--- src/rtl/ps2_pkg.sv ---
// ps2_pkg: shared frame definitions and parity helper for the PS/2 receiver
package ps2_pkg;

    typedef enum logic [1:0] {IDLE, DATA, PARITY, STOP} ps2_state_t;

    localparam int PS2_DATA_W     = 8;
    localparam int PS2_FRAME_BITS = 11;

    function automatic logic odd_parity_ok(input logic [PS2_DATA_W-1:0] b, input logic p);
        return ^{b, p};
    endfunction

endpackage

--- src/rtl/ps2_fifo.sv ---
// ps2_fifo: show-ahead FIFO with separate fill count; output forced to 0 when empty
module ps2_fifo
    import ps2_pkg::*;
#(
    parameter int DEPTH = 8,
    parameter int W     = PS2_DATA_W
) (
    input  logic                       clk,
    input  logic                       clrn,
    input  logic                       push,
    input  logic [W-1:0]               wdata,
    input  logic                       pop,
    output logic [W-1:0]               rdata,
    output logic                       empty,
    output logic                       full,
    output logic [$clog2(DEPTH+1)-1:0] count
);

    localparam int AW = $clog2(DEPTH);
    localparam int CW = $clog2(DEPTH+1);

    logic [W-1:0]  mem [DEPTH];
    logic [AW-1:0] wr_ptr, rd_ptr;
    logic          do_push, do_pop;

    assign empty   = count == '0;
    assign full    = count == CW'(DEPTH);
    assign do_pop  = pop & ~empty;
    // a full FIFO still accepts a push when the same cycle frees a slot
    assign do_push = push & (~full | do_pop);
    assign rdata   = empty ? '0 : mem[rd_ptr];

    // storage array, written only on an accepted push
    always_ff @(posedge clk) begin
        if (do_push) mem[wr_ptr] <= wdata;
    end

    // pointers wrap naturally at the power-of-two depth
    always_ff @(posedge clk or negedge clrn) begin
        if (!clrn) begin
            wr_ptr <= '0;
            rd_ptr <= '0;
            count  <= '0;
        end else begin
            if (do_push) wr_ptr <= wr_ptr + 1'b1;
            if (do_pop)  rd_ptr <= rd_ptr + 1'b1;
            count <= count + CW'(do_push) - CW'(do_pop);
        end
    end

endmodule

--- src/rtl/ps2_rx_fifo.sv ---
// ps2_rx_fifo: oversampling PS/2 frame decoder feeding a show-ahead scan-code FIFO
module ps2_rx_fifo
    import ps2_pkg::*;
#(
    parameter int FIFO_DEPTH  = 8,
    parameter int SYNC_STAGES = 2,
    parameter int TIMEOUT_CYC = 200000
) (
    input  logic                            clk,
    input  logic                            clrn,
    input  logic                            ps2_clk,
    input  logic                            ps2_data,
    input  logic                            rdn,
    output logic [PS2_DATA_W-1:0]           data,
    output logic                            ready,
    output logic [$clog2(FIFO_DEPTH+1)-1:0] count,
    output logic                            overflow,
    output logic                            frame_err,
    input  logic                            err_clr
);

    localparam int WDW      = $clog2(TIMEOUT_CYC+1);
    localparam int LAST_BIT = PS2_FRAME_BITS - 4;

    logic [SYNC_STAGES-1:0] clk_sync, data_sync;
    logic                   clk_prev, fall, bit_in, pop, frame_ok, push, bad_frame, timeout;
    logic                   full, empty;
    ps2_state_t             state;
    logic [2:0]             bitcnt;
    logic [PS2_DATA_W-1:0]  shreg;
    logic                   par;
    logic [WDW-1:0]         wdog;

    assign fall      = clk_prev & ~clk_sync[SYNC_STAGES-1];
    assign bit_in    = data_sync[SYNC_STAGES-1];
    assign pop       = ~rdn;
    assign frame_ok  = bit_in & odd_parity_ok(shreg, par);
    assign push      = fall && state == STOP && frame_ok;
    assign bad_frame = fall && state == STOP && !frame_ok;
    // a fall in the expiry cycle counts as activity and wins over the abort
    assign timeout   = state != IDLE && !fall && wdog == WDW'(TIMEOUT_CYC - 1);
    assign ready     = ~empty;

    // synchronise the raw PS/2 lines; idle-high so reset cannot fake a falling edge
    always_ff @(posedge clk or negedge clrn) begin
        if (!clrn) begin
            clk_sync  <= '1;
            data_sync <= '1;
            clk_prev  <= 1'b1;
        end else begin
            clk_sync  <= {clk_sync[SYNC_STAGES-2:0], ps2_clk};
            data_sync <= {data_sync[SYNC_STAGES-2:0], ps2_data};
            clk_prev  <= clk_sync[SYNC_STAGES-1];
        end
    end

    // frame FSM and watchdog, stepping on each synchronised ps2_clk fall
    always_ff @(posedge clk or negedge clrn) begin
        if (!clrn) begin
            state  <= IDLE;
            bitcnt <= '0;
            shreg  <= '0;
            par    <= 1'b0;
            wdog   <= '0;
        end else if (timeout) begin
            state <= IDLE;
            wdog  <= '0;
        end else if (fall) begin
            wdog <= '0;
            case (state)
                IDLE: begin
                    if (!bit_in) begin
                        state  <= DATA;
                        bitcnt <= '0;
                    end
                end
                DATA: begin
                    shreg  <= {bit_in, shreg[PS2_DATA_W-1:1]};
                    bitcnt <= bitcnt + 1'b1;
                    if (bitcnt == 3'(LAST_BIT)) state <= PARITY;
                end
                PARITY: begin
                    par   <= bit_in;
                    state <= STOP;
                end
                STOP: state <= IDLE;
            endcase
        end else begin
            wdog <= state != IDLE ? wdog + 1'b1 : '0;
        end
    end

    // sticky error flags; a clear beats a same-cycle set
    always_ff @(posedge clk or negedge clrn) begin
        if (!clrn) begin
            overflow  <= 1'b0;
            frame_err <= 1'b0;
        end else begin
            overflow  <= err_clr ? 1'b0 : overflow | (push & full & ~pop);
            frame_err <= err_clr ? 1'b0 : frame_err | bad_frame | timeout;
        end
    end

    ps2_fifo #(.DEPTH(FIFO_DEPTH), .W(PS2_DATA_W)) u_fifo (
        .clk   (clk),
        .clrn  (clrn),
        .push  (push),
        .wdata (shreg),
        .pop   (pop),
        .rdata (data),
        .empty (empty),
        .full  (full),
        .count (count)
    );

endmodule
--- config.mk ---
export PLATFORM = sky130hd
export DESIGN_NAME = ps2_rx_fifo
export DESIGN_NICKNAME = d
export VERILOG_FILES = /design/src/rtl/ps2_pkg.sv /design/src/rtl/ps2_fifo.sv /design/src/rtl/ps2_rx_fifo.sv
export SDC_FILE = /design/constraint.sdc
export NUM_CORES = 1
export LEC_CHECK = 0
export BUFFER_PORTS_ARGS = -buffer_cell sky130_fd_sc_hd__clkbuf_2
export CAP_MARGIN = 15
export CORE_MARGIN = 4
export CORE_UTILIZATION = 55
export CTS_CLUSTER_SIZE = 30
export DETAILED_ROUTE_END_ITERATION = 7
export PLACE_DENSITY = 0.75
export SYNTH_ARGS = -nofsm -noshare
export SYNTH_HDL_FRONTEND = slang
export SYNTH_SLANG_ARGS = --single-unit
--- constraint.sdc ---
create_clock -name clk -period 2.69 [get_ports clk]
set_clock_uncertainty 0.2 [all_clocks]
set_input_delay 0.4035 -clock clk [delete_from_list [all_inputs] [get_ports clk]]
set_output_delay 0.4035 -clock clk [all_outputs]
set_load 0.05 [all_outputs]
Word level (Yosys, flattened, before mapping)
Memories as Yosys holds them, arrays and structs flattened.
Cells that the tools add are included.
{ "classes": {"add_sub_neg": 6, "eq_ne": 9, "n_mux": 15, "bitwise_logic": 15, "reduce_logical": 17} }
{ "op_table": {"columns": ["op", "count"], "rows": [
  ["$mux W18", 3],
  ["$add A18 B1 Y18 const B", 1],
  ["$eq A18 B18 Y1 const B", 1],
  ["$add A3 B1 Y3 const B", 3],
  ["$reduce_and A3 Y1", 3],
  ["$reduce_xor A9 Y1", 1],
  ["$mux W2", 4],
  ["$mux W8", 1],
  ["$pmux W2 S4", 1],
  ["$and A1 B1 Y1", 6],
  ["$ne A3 B3 Y1 const B", 2],
  ["$pmux W3 S2", 1],
  ["$reduce_bool A2 Y1", 3],
  ["$logic_and A1 B1 Y1", 5],
  ["$not A1 Y1", 5],
  ["$add A4 B1 Y4", 1],
  ["$eq A2 B2 Y1 const B", 2],
  ["$eq A4 B4 Y1 const B", 1],
  ["$logic_not A4 Y1", 1],
  ["$mux W1", 4],
  ["$or A1 B1 Y1", 4],
  ["$reduce_and A4 Y1", 1],
  ["$sub A4 B1 Y4", 1],
  ["$eq A3 B3 Y1 const B", 1],
  ["5 further kinds", 6]
]} }
{ "word_totals": {"register_bits": 49, "ram_bits": 64, "inputBits": 6, "out_inout_bits": 15, "elab_cells": 76, "n_memories": 1} }
{ "mem_list": {"columns": ["name", "words", "width", "read_ports", "rd_ports_with_merged_regs", "wr", "line", "source"], "rows": [
  ["u_fifo.mem", 8, 8, 1, 0, 1, "ps2_fifo.sv:22", "logic [W-1:0] mem [DEPTH];"]
]} }

Depth between registers and ports, before layout
Gate-level depths: netlist (run 1).
{ "depth": {"depth_word": 8, "depth_mapped": 11, "ltp_nobuf": 10} }

Hierarchy
Synthesis (run 1) repeated with hierarchy kept, for this count alone.
{ "unflattened": {"hier_cells": 361, "area_unflattened_um2": 5017.3} }
{ "modules_own_cells": {"columns": ["module", "instances", "cells_each", "area_per_inst_um2", "seq_area_each_um2"], "rows": [
  ["ps2_fifo", 1, 189, 3118.0, 2172.1],
  ["ps2_rx_fifo", 1, 172, 1899.3, 982.2]
]} }

Worst setup path before layout (run 1)
OpenSTA, ideal clock, no wires.
{ "synth_path": {"path_type": "register to register", "from": "register u_fifo.count[2]", "to": "memory u_fifo.mem[0][0] (netlist bit), enable pin", "setup_ns": 0.395, "arrival_ns": 2.578, "t_required_ns": 2.095, "slack_ns": -0.483, "path_stages_with_launch": 8, "path_buffers": 1, "synth_period_minus_slack_ns": 3.173, "cell_sequence": "dfrtp_1 inv_1 ha_1 or2_2 a211oi_2 mux2i_2 buf_6 nor4_1"} }
{ "synth_between": {"elab_chain_cells": 7, "word_cells_on_any_way": 9, "classes_between": "eq/ne: 1; mux: 2; bitwise: 5; reduce/logical: 1"} }
{ "synth_rtl": {"columns": ["element", "line", "source"], "rows": [
  ["from (decl)", "ps2_fifo.sv:16", "output logic [$clog2(DEPTH+1)-1:0] count"],
  ["from (signal assigned)", "ps2_fifo.sv:47", "count <= count + CW'(do_push) - CW'(do_pop);"],
  ["$logic_not A4 Y1", "ps2_fifo.sv:26", "assign empty = count == '0;"],
  ["$not A1 Y1", "ps2_fifo.sv:28", "assign do_pop = pop & ~empty;"],
  ["$and A1 B1 Y1", "ps2_fifo.sv:28", null],
  ["$or A1 B1 Y1 (*)", "ps2_fifo.sv:30", "assign do_push = push & (~full | do_pop);"],
  ["$and A1 B1 Y1 (*)", "ps2_fifo.sv:30", null],
  ["$mux W1 (*)", "ps2_fifo.sv:35", "if (do_push) mem[wr_ptr] <= wdata;"],
  ["$mux W1 (not written as such) (*)", "ps2_fifo.sv:35", null],
  ["to (decl)", "ps2_fifo.sv:22", null]
]} }
Every way passes the cells marked *; elsewhere a longest branch is shown, timed or not.

Worst setup path in the final report (run 1)
{ "layout_path": {"from": "register u_fifo.rd_ptr[0]", "to": "output port data[4]"} }
{ "layout_between": {"elab_chain_cells": 2} }
{ "layout_rtl": {"columns": ["element", "line", "source"], "rows": [
  ["from (decl)", "ps2_fifo.sv:23", "logic [AW-1:0] wr_ptr, rd_ptr;"],
  ["from (signal assigned)", "ps2_fifo.sv:46", "if (do_pop) rd_ptr <= rd_ptr + 1'b1;"],
  ["$mem_v2 Z8 W8", null, null],
  ["$mux W8", "ps2_fifo.sv:31", "assign rdata = empty ? '0 : mem[rd_ptr];"],
  ["to (decl)", "ps2_rx_fifo.sv:14", "output logic [PS2_DATA_W-1:0] data,"]
]} }
Every way passes these cells.

==> metrics, run 1 <==
Max FO, Critical Path=9; fmax=381 MHz; worst reg2reg path endpoint=u_fifo.count[2]; count of final hold-check violations=0; largest family of logic cells by synthesized area=multiplexers; Top FF cell, synth=edfxtp_1; Synth Area in Adders=0.0415; post-synthesis instance total=331; CP Class=flop to primary output; critical path capture point=data[4]; vias in the first global route=2968; final max-slew violation count=0; final total power=6.89 mW; post-synthesis sequential area ratio=0.630; initial DRC count=95; total track usage=0.188; IO buf count=20; Sw Share=0.357; worst r2r path cells=10; clk buf depth=2; Rows=34; root buffer cell=clkbuf_8; PwrDens=1140 nW/um^2; DIE AREA=10700 um^2; fin crit period=2.63 ns; RSZ-0062 raised after global routing=true; Final Cell Area=6060 um^2; crit start category=flop; Util after Layout=0.688; Setup Slack @ Placement=0.240 ns; Critical Path RT=2.09 ns; flops & latches, synth=113; Core Region=8810 um^2; H-tree depth=4; Reg-to-Reg Start=u_fifo.count[2]; layout cell share with drive strength beyond 1=0.324; synth top area cells=edfxtp_1 38%, dfrtp_1 22%, mux4_2 7.2%; Simple-Gate Fraction of Synth Area=0.0920; Compound-Gate Fraction of Synth Area=0.0415; Ant. Diodes=0; Ys Warns=0; pin count of the biggest net entering global routing=34; worst hold slack=0.111 ns; ANT nets after route=0; P_sw=2.46 mW; chip width=103 um; Final Worst Setup Slack=0.0641 ns; post-synthesis cell type count=56; clk slew on worst S/H paths=0.06 ns; DR vias=2851; vias per cell=5.63; clock tree sinks=113; mux contribution to synthesized area=0.120; max_cap viols=0; routability cong.=0.799; met3 Use GR=0.0483; crit path from=u_fifo.rd_ptr[0]; placed cell area=5390 um^2; first-pass GRT wire length=14.9 mm; Leak=2.43 nW; Crit. End Element=primary output; chip height=103 um; Ports=21; busiest grt layer=met2; Post-Syn Nets=353; ys async rst share=0.434; Post-synth EDFFs=64; post-synthesis xor/xnor area fraction=0.0478; power share of the clock group=0.304; IR Drop Worst-Case VDD=0.000587 V; grt met2 use=0.308; DRT Wirelength=8.87 mm; worst rel slew slack=0.433; area share of the largest cell type after synthesis=0.384; syn_area_per_cell=15.1 um^2; Internal=4.43 mW; Clk Latency, worst-skew pair=0.52 ns; Combinational Power Share=0.348; CTS Buf Count=17; DRT Pass-1 Iters=4; fin crit share=0.976; slew of the pin with the lowest slew margin=0.850 ns; P&R area growth vs syn=21.1%; WL/cell=17.5 um; post-synth top area cell=edfxtp_1; setup violators final=0; flop2flop setup slack=0.24 ns; WP data arrival=2.02 ns; grt met1 use=0.240; outcome=completed; share of power burned in registers=0.348; Overflow after GRT=0; Min-Delay Path Class=input pin to flop; initial antenna violation count=0; dpl hpwl=6.03 mm; initial core utilization=0.568; Post-Syn Area=5000 um^2; CTS tree=done; DRC Markers=0; Final nets=407
==> state kept, by name (all words and copies together), names as in the netlist <==
name and cells:
u_fifo.wr_ptr 3, overflow 1, u_fifo.mem 64, clk_prev 1, wdog 18, state 2, clk_sync 2, bitcnt 3
par 1, data_sync 2, u_fifo.rd_ptr 3, frame_err 1, shreg 8, u_fifo.count 4
==> area by class of cell <==
class / count / area (um^2)
Sequential cell: 113 / 3160
Fill cell: 597 / 2750
Multi-Input combinational cell: 187 / 1750
Clock buffer: 17 / 414
Timing Repair Buffer: 48 / 387
Clock inverter: 15 / 148
Tap cell: 108 / 135
Inverter: 18 / 67.6
==> metrics by stage <==
step	TNS [ns]	cells
2_1_floorplan	-0.506	331
3_3_place_gp	0	468
3_5_place_dp	0	468
4_1_cts	0	504
5_1_grt	-0.0399	506
6_report	0	506
==> logic make-up (layout without fill, tap and decap cells) <==
| family | after synthesis | in the layout |
|---|---|---|
| simple gates | 80 | 80 |
| xor+xnor | 24 | 24 |
| fa+ha+maj | 16 | 16 |
| flops | 113 | 113 |
| compound gates | 29 | 29 |
| mux | 38 | 38 |
| buf+inv | 31 | 98 |
==> critical path, stage by stage (launching register included) <==
cell	delay, ns
dfrtp_2	0.42
buf_12	0.16
mux4_2	0.50
mux2i_1	0.18
nor2_1	0.07
clkbuf_8	0.17
==> placed cells by master, fill, tap and decap left out, types with 4 or more instances in the layout <==
cell and count:
a21oi_1 7, and3_1 4, buf_4 23, buf_6 4
clkbuf_16 17, clkbuf_2 12, dfrtp_1 40, dfrtp_2 4
dfstp_2 5, dlygate4sd3_1 4, edfxtp_1 64, ha_1 15
inv_1 17, inv_6 6, mux2_2 12, mux2i_1 9
mux4_2 16, nand2_1 10, nand3_1 5, nand4_1 7
nor2_1 24, nor3_2 4, o21ai_0 6, or3_1 4
xnor2_1 8, xor2_1 14
==> synthesized netlist by cell type, types with 5 or more instances <==
cell type  count
edfxtp_1      64
dfrtp_1       44
nor2_1        24
inv_1         18
mux4_2        16
ha_1          15
xor2_1        14
mux2_2        12
nand2_1       10
mux2i_1        9
xnor2_1        8
a21oi_1        7
nand4_1        7
clkbuf_1       6
o21ai_0        6
dfstp_2        5
nand3_1        5
==> metal layers <==
layer	routed length [um]	vias up	share of wire
li1	-	1349	-
met1	4000	1445	0.45
met2	4520	43	0.51
met3	238	14	0.027
met4	105	0	0.012
met5	0	-	0
==> worst min-delay path by stage <==
stage / start / to / slack [ns] / depth (start not counted)
floorplan: clrn / bitcnt[0] / -0.09 / 0
global placement: clk_sync[0] / clk_sync[1] / 0.15 / 0
detailed placement: data_sync[0] / data_sync[1] / 0.15 / 0
global route: rdn / u_fifo.rd_ptr[0] / 0.11 / 3
CTS: rdn / u_fifo.rd_ptr[2] / 0.08 / 4
finish: rdn / u_fifo.rd_ptr[2] / 0.11 / 4
==> power groups by stage <==
stage                     clock [mW]  sequential, mW  combinational [mW]
final                           2.09            2.40                2.40
after global routing            2.22            2.43                2.61
after CTS                       2.14            2.39                2.33
after detailed placement           0            2.42                2.27
after global placement             0            2.41                2.22
after floorplan                    0            2.47                1.66
==> timing repair <==
item / in CTS / in global routing
setup endpoints to repair: 8 / 8
cloned: 0 / 1
buffers inserted: 0 / 1
resized for setup: 7 / 14
hold buffers: 4 / 0
hold endpoints to repair: 30 / 0
No activity file was read; power rests on OpenSTA's default activity.
==> run 2: changes to the inputs <==
Settings changed: CORE_MARGIN 4 to 3.
==> metrics, run 2 (same netlist as run 1, synthesis figures left out) <==
outcome=completed (unchanged); max_cap viols=0 (unchanged); total track usage=0.189 (was 0.188); Hold Path Origin=clk_sync[0] (was rdn); Leak=2.45 nW (was 2.43 nW); dpl hpwl=5.89 mm (was 6.03 mm); worst reg2reg path endpoint=u_fifo.count[1] (was u_fifo.count[2]); DIE AREA=10300 um^2 (was 10700 um^2); routability cong.=0.787 (was 0.799); commonest non-fill, non-tap cell in the layout=edfxtp_1 (unchanged); CP Class=flop to primary output (unchanged); pin count of the biggest net entering global routing=29 (was 34); grt met1 use=0.233 (was 0.240); crit path from=u_fifo.rd_ptr[0] (unchanged); total negative setup slack=0 ns (unchanged); Largest register FFs=64 (unchanged); Crit. End Element=primary output (unchanged); slew of the pin with the lowest slew margin=0.722 ns (was 0.850 ns); clock tree sinks=113 (unchanged); Overflow after GRT=0 (unchanged); flop2flop setup slack=0.19 ns (was 0.24 ns); ANT nets after route=0 (unchanged); Buf/Inv on CP=2 (unchanged); chip height=101 um (was 103 um); worst hold slack=0.156 ns (was 0.111 ns); Top Registers=u_fifo.mem (64), wdog (18), shreg (8) (unchanged); Final nets=404 (was 407); Largest Register=u_fifo.mem (unchanged); power share of the clock group=0.316 (was 0.304); share of power burned in registers=0.348 (about the same); Sw Share=0.336 (was 0.357); Ports=21 (unchanged); fin crit period=2.69 ns (was 2.63 ns); Min-Delay Path Class=flop to flop (was input pin to flop); RSZ-0062 raised after global routing=true (unchanged); Reg-to-Reg Start=u_fifo.count[2] (unchanged); initial DRC count=143 (was 95); fin crit share=0.999 (was 0.976); DRC Markers=0 (unchanged); chip width=101 um (was 103 um); IO buf count=20 (unchanged); PwrDens=1160 nW/um^2 (was 1140 nW/um^2); Top delay family on crit path=multiplexers (unchanged); H-tree depth=4 (unchanged); setup violators final=0 (unchanged); Core Region=8760 um^2 (was 8810 um^2); most frequent cells in the layout=64 x edfxtp_1, 40 x dfrtp_1, 24 x nor2_1 (unchanged); P&R area growth vs syn=21.6% (was 21.1%); WL/cell=17.8 um (was 17.5 um); count of final hold-check violations=0 (unchanged); clk buf depth=2 (unchanged); DR vias=2863 (was 2851); Internal=4.68 mW (was 4.43 mW); CTS tree=done (unchanged); vias in the first global route=3060 (was 2968); Combinational Power Share=0.336 (was 0.348); crit start category=flop (unchanged); worst r2r path cells=10 (unchanged); initial core utilization=0.571 (was 0.568); P_sw=2.37 mW (was 2.46 mW); root buffer cell=clkbuf_8 (unchanged); layout cell share with drive strength beyond 1=0.306 (was 0.324); # fillers=574 (was 597); DRT Wirelength=8.93 mm (was 8.87 mm); Hold Path Depth=0 (was 4); Max FO, Critical Path=8 (was 9); CTS Buf Count=17 (unchanged); DRT Pass-1 Iters=4 (unchanged); WP data arrival=2.08 ns (was 2.02 ns); busiest grt layer=met2 (unchanged); Clk Latency, worst-skew pair=0.49 ns (was 0.52 ns); IR Drop Worst-Case VDD=0.000637 V (was 0.000587 V); number of gates on the worst path with buffers counted=5 (unchanged); clk slew on worst S/H paths=0.06 ns (about the same); Ant. Diodes=0 (unchanged); initial antenna violation count=0 (unchanged); vias per cell=5.69 (was 5.63); Critical Path RT=2.09 ns (about the same); fmax=372 MHz (was 381 MHz); Worst Hold Path EP=clk_sync[1] (was u_fifo.rd_ptr[2]); final max-slew violation count=0 (unchanged); CP cell instances=clkbuf_16 > mux4_2 > mux2i_1 > nor2_1 > clkbuf_8 (was buf_12 > mux4_2 > mux2i_1 > nor2_1 > clkbuf_8); met3 Use GR=0.0537 (was 0.0483); first-pass GRT wire length=14.7 mm (was 14.9 mm); Rows=34 (unchanged); CP max-delay cell=mux4_2 (unchanged); grt met2 use=0.316 (was 0.308); worst rel slew slack=0.518 (was 0.433); Worst path max stage delay=0.50 ns (about the same)
==> run 2: worst reg2reg max path: stages (launching register included) <==
cell and delay, ns:
dfrtp_2 0.40, inv_2 0.07, ha_1 0.16, or3b_4 0.38
o211a_1 0.23, mux2i_2 0.19, inv_1 0.07, ha_1 0.21
inv_1 0.07, fa_1 0.40, inv_1 0.06
==> run 2: power groups by stage <==
| stage | clock network, mW | logic, mW | registers (mW) |
|---|---|---|---|
| floorplan | 0 | 1.66 | 2.47 |
| global route | 2.34 | 2.56 | 2.50 |
| detailed placement | 0 | 2.19 | 2.47 |
| CTS | 2.26 | 2.28 | 2.44 |
| finish | 2.22 | 2.37 | 2.45 |
| global placement | 0 | 2.15 | 2.45 |
==> run 2: stage by stage <==
stage | area (um^2) | std cells | utilization | total power [mW] | setup slack, ns
floorplan | 5040 | 331 | - | 4.13 | -0.0311
global placement | 5380 | 465 | 0.614 | 4.60 | 0.265
detailed placement | 5380 | 465 | 0.614 | 4.66 | 0.218
CTS | 6040 | 501 | 0.689 | 6.98 | -0.00810
global route | 6090 | 503 | 0.695 | 7.39 | -0.0880
finish | 6090 | 503 | 0.695 | 7.04 | 0.00172
==> run 2: layout make-up <==
| class | instances | area [um^2] | share of cell area |
|---|---|---|---|
| sequential | 113 | 3160 | 0.519 |
| multi-input combinational | 187 | 1750 | 0.287 |
| clock buffer | 20 | 425 | 0.0699 |
| timing repair buffer | 45 | 385 | 0.0633 |
| clock inverter | 12 | 165 | 0.0271 |
| tap | 108 | 135 | 0.0222 |
| inverter | 18 | 67.6 | 0.0111 |
==> run 2: layer usage <==
layer  vias up  share of wire
li1       1353              -
met1      1443           0.45
met2        54           0.50
met3        13          0.035
met4         0          0.021
met5         -              0
==> run 2: worst max-delay path by stage <==
stage | to | slack (ns)
finish | data[7] | 0.002
global route | data[6] | -0.09
CTS | data[7] | -0.008
detailed placement | u_fifo.count[1] | 0.22
global placement | u_fifo.count[1] | 0.26
floorplan | u_fifo.mem[1][0] | -0.03
==> run 2: repair_timing <==
action                                  4_1_cts  5_1_grt
hold buffers                                  4        0
endpoints found under the hold margin        26        0
buffers inserted                              0        1
endpoints found under the setup margin        8        8
gates resized for setup                       9       11
gates cloned                                  0        1
==> run 3: changes to the inputs <==
Settings changed: SYNTH_HIERARCHICAL set to 1.
==> metrics, run 3 <==
total negative setup slack=-0.0196 ns (was 0 ns); Overflow after GRT=0 (unchanged); flop2flop setup slack=-0.02 ns (was 0.19 ns); synth top area cells=edfxtp_1 38%, dfrtp_1 22%, mux2i_1 6.8% (was edfxtp_1 38%, dfrtp_1 22%, mux4_2 7.2%); vias per cell=5.68 (was 5.69); flops & latches, synth=113 (unchanged); DIE AREA=10300 um^2 (about the same); chip width=102 um (was 101 um); Post-Syn Nets=382 (was 353); layout cell share with drive strength beyond 1=0.263 (was 0.306); ys async rst share=0.434 (unchanged); Largest Register=u_fifo/mem (was u_fifo.mem); dpl hpwl=6.22 mm (was 5.89 mm); routability cong.=0.767 (was 0.787); placed cell area=5510 um^2 (was 5380 um^2); slew of the pin with the lowest slew margin=0.587 ns (was 0.722 ns); CP max-delay cell=fa_2 (was mux4_2); ANT nets after route=0 (unchanged); most frequent cells in the layout=64 x edfxtp_1, 44 x dfrtp_1, 33 x mux2i_1 (was 64 x edfxtp_1, 40 x dfrtp_1, 24 x nor2_1); multi-input gate area in the final layout=1830 um^2 (was 1750 um^2); Reg-to-Reg Start=shreg[4] (was u_fifo.count[2]); sequential cell area=3150 um^2 (was 3160 um^2); P&R area growth vs syn=25.0% (was 21.6%); syn_area_per_cell=13.9 um^2 (was 15.1 um^2); outcome=finished, violations left (was completed); initial antenna violation count=0 (unchanged); Crit. End Element=flop (was primary output); post-synthesis instance total=361 (was 331); Rows=34 (unchanged); DRC Markers=0 (unchanged); final total power=7.30 mW (was 7.04 mW); fmax=369 MHz (was 372 MHz); IR Drop Worst-Case VDD=0.000701 V (was 0.000637 V); root buffer cell=clkbuf_8 (unchanged); Post-synth EDFFs=64 (unchanged); Clk Latency, worst-skew pair=0.50 ns (was 0.49 ns); RSZ-0062 raised after global routing=true (unchanged); pin count of the biggest net entering global routing=35 (was 29); DR vias=3099 (was 2863); WL/cell=18.3 um (was 17.8 um); fin crit period=2.71 ns (was 2.69 ns); Setup Slack @ Placement=-0.0120 ns (was 0.218 ns); total track usage=0.203 (was 0.189); commonest non-fill, non-tap cell in the layout=edfxtp_1 (unchanged); post-synthesis cell type count=51 (was 56); Ant. Diodes=0 (unchanged); H-tree depth=4 (unchanged); chip height=102 um (was 101 um); DRT Pass-1 Iters=4 (unchanged); Top Registers=u_fifo/mem (64), wdog (18), shreg (8) (was u_fifo.mem (64), wdog (18), shreg (8)); IO buf count=20 (unchanged); crit path from=shreg[4] (was u_fifo.rd_ptr[0]); Core Region=8810 um^2 (was 8760 um^2); Buf/Inv on CP=2 (unchanged); WP data arrival=2.90 ns (was 2.08 ns); setup violators final=1 (was 0); CTS tree=done (unchanged); worst rel slew slack=0.607 (was 0.518); post-synth top area cell=edfxtp_1 (unchanged); Final Worst Setup Slack=-0.0196 ns (was 0.00172 ns); Ys Warns=6 (was 0); cell with the most instances after synthesis=edfxtp_1 (unchanged); CP Class=flop to flop (was flop to primary output); initial DRC count=134 (was 143); # fillers=583 (was 574); Top FF cell, synth=edfxtp_1 (unchanged); clk slew on worst S/H paths=0.06 ns (about the same); CP cell instances=xor2_1 > xnor3_1 > mux2i_2 > nor2_4 > nand2_1 > mux2i_1 > ha_2 > inv_2 > fa_2 > inv_1 (was clkbuf_16 > mux4_2 > mux2i_1 > nor2_1 > clkbuf_8); Max FO, Critical Path=5 (was 8); fin crit share=1.01 (was 0.999); clk buf depth=2 (unchanged); Critical Path RT=2.89 ns (was 2.09 ns); Post-synth top cells=64 x edfxtp_1, 44 x dfrtp_1, 34 x mux2i_1 (was 64 x edfxtp_1, 44 x dfrtp_1, 24 x nor2_1); Leak=2.57 nW (was 2.45 nW); CTS Buf Count=17 (unchanged); Post-Syn Area=5020 um^2 (was 5000 um^2); Largest register FFs=64 (unchanged); initial core utilization=0.570 (was 0.571); area share of the largest cell type after synthesis=0.383 (was 0.384); Final Cell Area=6270 um^2 (was 6090 um^2); first-pass GRT wire length=15.7 mm (was 14.7 mm); vias in the first global route=3145 (was 3060); DRT Wirelength=9.98 mm (was 8.93 mm); Top delay family on crit path=adder cells (was multiplexers); final max-slew violation count=0 (unchanged); Worst path max stage delay=0.50 ns (about the same); failing checks=negative setup slack; crit start category=flop (unchanged); Hold Path Origin=rdn (was clk_sync[0]); Final nets=446 (was 404); count of final hold-check violations=0 (unchanged); Min-Delay Path Class=input pin to flop (was flop to flop); Ports=21 (unchanged); PwrDens=1160 nW/um^2 (about the same); max_cap viols=0 (unchanged); clock tree sinks=113 (unchanged); post-synthesis sequential area ratio=0.629 (was 0.630)
==> run 3: kinds of logic (layout without fill, tap and decap cells) <==
family	after synthesis	after routing	synth area share
flops	113	113	0.629
simple gates	98	98	0.106
mux	44	44	0.0910
compound gates	41	41	0.0631
buf+inv	26	103	0.0244
xor+xnor	24	24	0.0474
fa+ha+maj	15	15	0.0389
==> run 3: power breakdown <==
part / total (mW) / internal (mW) / switching (mW) / leakage [nW]
clock: 2.13 / 1.40 / 0.734 / 0.273
sequential: 2.31 / 2.11 / 0.206 / 1.20
combinational: 2.85 / 1.26 / 1.59 / 1.10
total: 7.30 / 4.76 / 2.53 / 2.57
==> run 3: tightest hold or removal path, delay by kind of cell <==
kind	cells	cell delay (ns)
buffers and inverters	1	0.11
and+or+nand+nor	1	0.09
AOI/OAI and AO/OA	1	0.08
==> run 3: layout make-up <==
| type | instances | share of cell area |
|---|---|---|
| flip-flops and latches | 113 | 0.503 |
| multi-input cells | 222 | 0.292 |
| repair buffers | 55 | 0.0834 |
| clock buffers | 20 | 0.0678 |
| clock inverters | 12 | 0.0225 |
| well taps | 108 | 0.0215 |
| inverters | 16 | 0.00958 |
==> run 3: per-layer routing <==
| metal | GRT usage | up-vias | share of wire |
|---|---|---|---|
| met5 | 0 | - | 0 |
| met1 | 0.259 | 1557 | 0.41 |
| met3 | 0.0461 | 10 | 0.044 |
| li1 | - | 1465 | - |
| met2 | 0.348 | 67 | 0.53 |
| met4 | 0.0644 | 0 | 0.012 |
==> run 3: timing repair <==
| action | CTS | global route |
|---|---|---|
| setup endpoints to repair | 11 | 75 |
| buffers inserted | 3 | 3 |
| pin swaps | 6 | 12 |
| hold endpoints to repair | 53 | 0 |
| gates cloned | 0 | 1 |
| gates resized for setup | 9 | 10 |
| hold buffers | 4 | 0 |
==> run 3: worst paths after layout <==
check,to,cells past startpoint
max in group asynchronous,shreg[5],3
hold reg to reg,clk_sync[1],0
hold / removal,overflow,3
setup reg to reg,u_fifo/count[1],10
setup / recovery,u_fifo/count[1],10
min in group asynchronous,bitcnt[1],3
==> run 3: per-stage QoR <==
step	cells	util	hold slack [ns]
after global routing	546	0.712	0.0589
after floorplan	361	-	-0.0921
after detailed placement	503	0.625	0.148
after CTS	542	0.701	0.0207
after global placement	503	0.625	0.146
final	546	0.712	0.0347
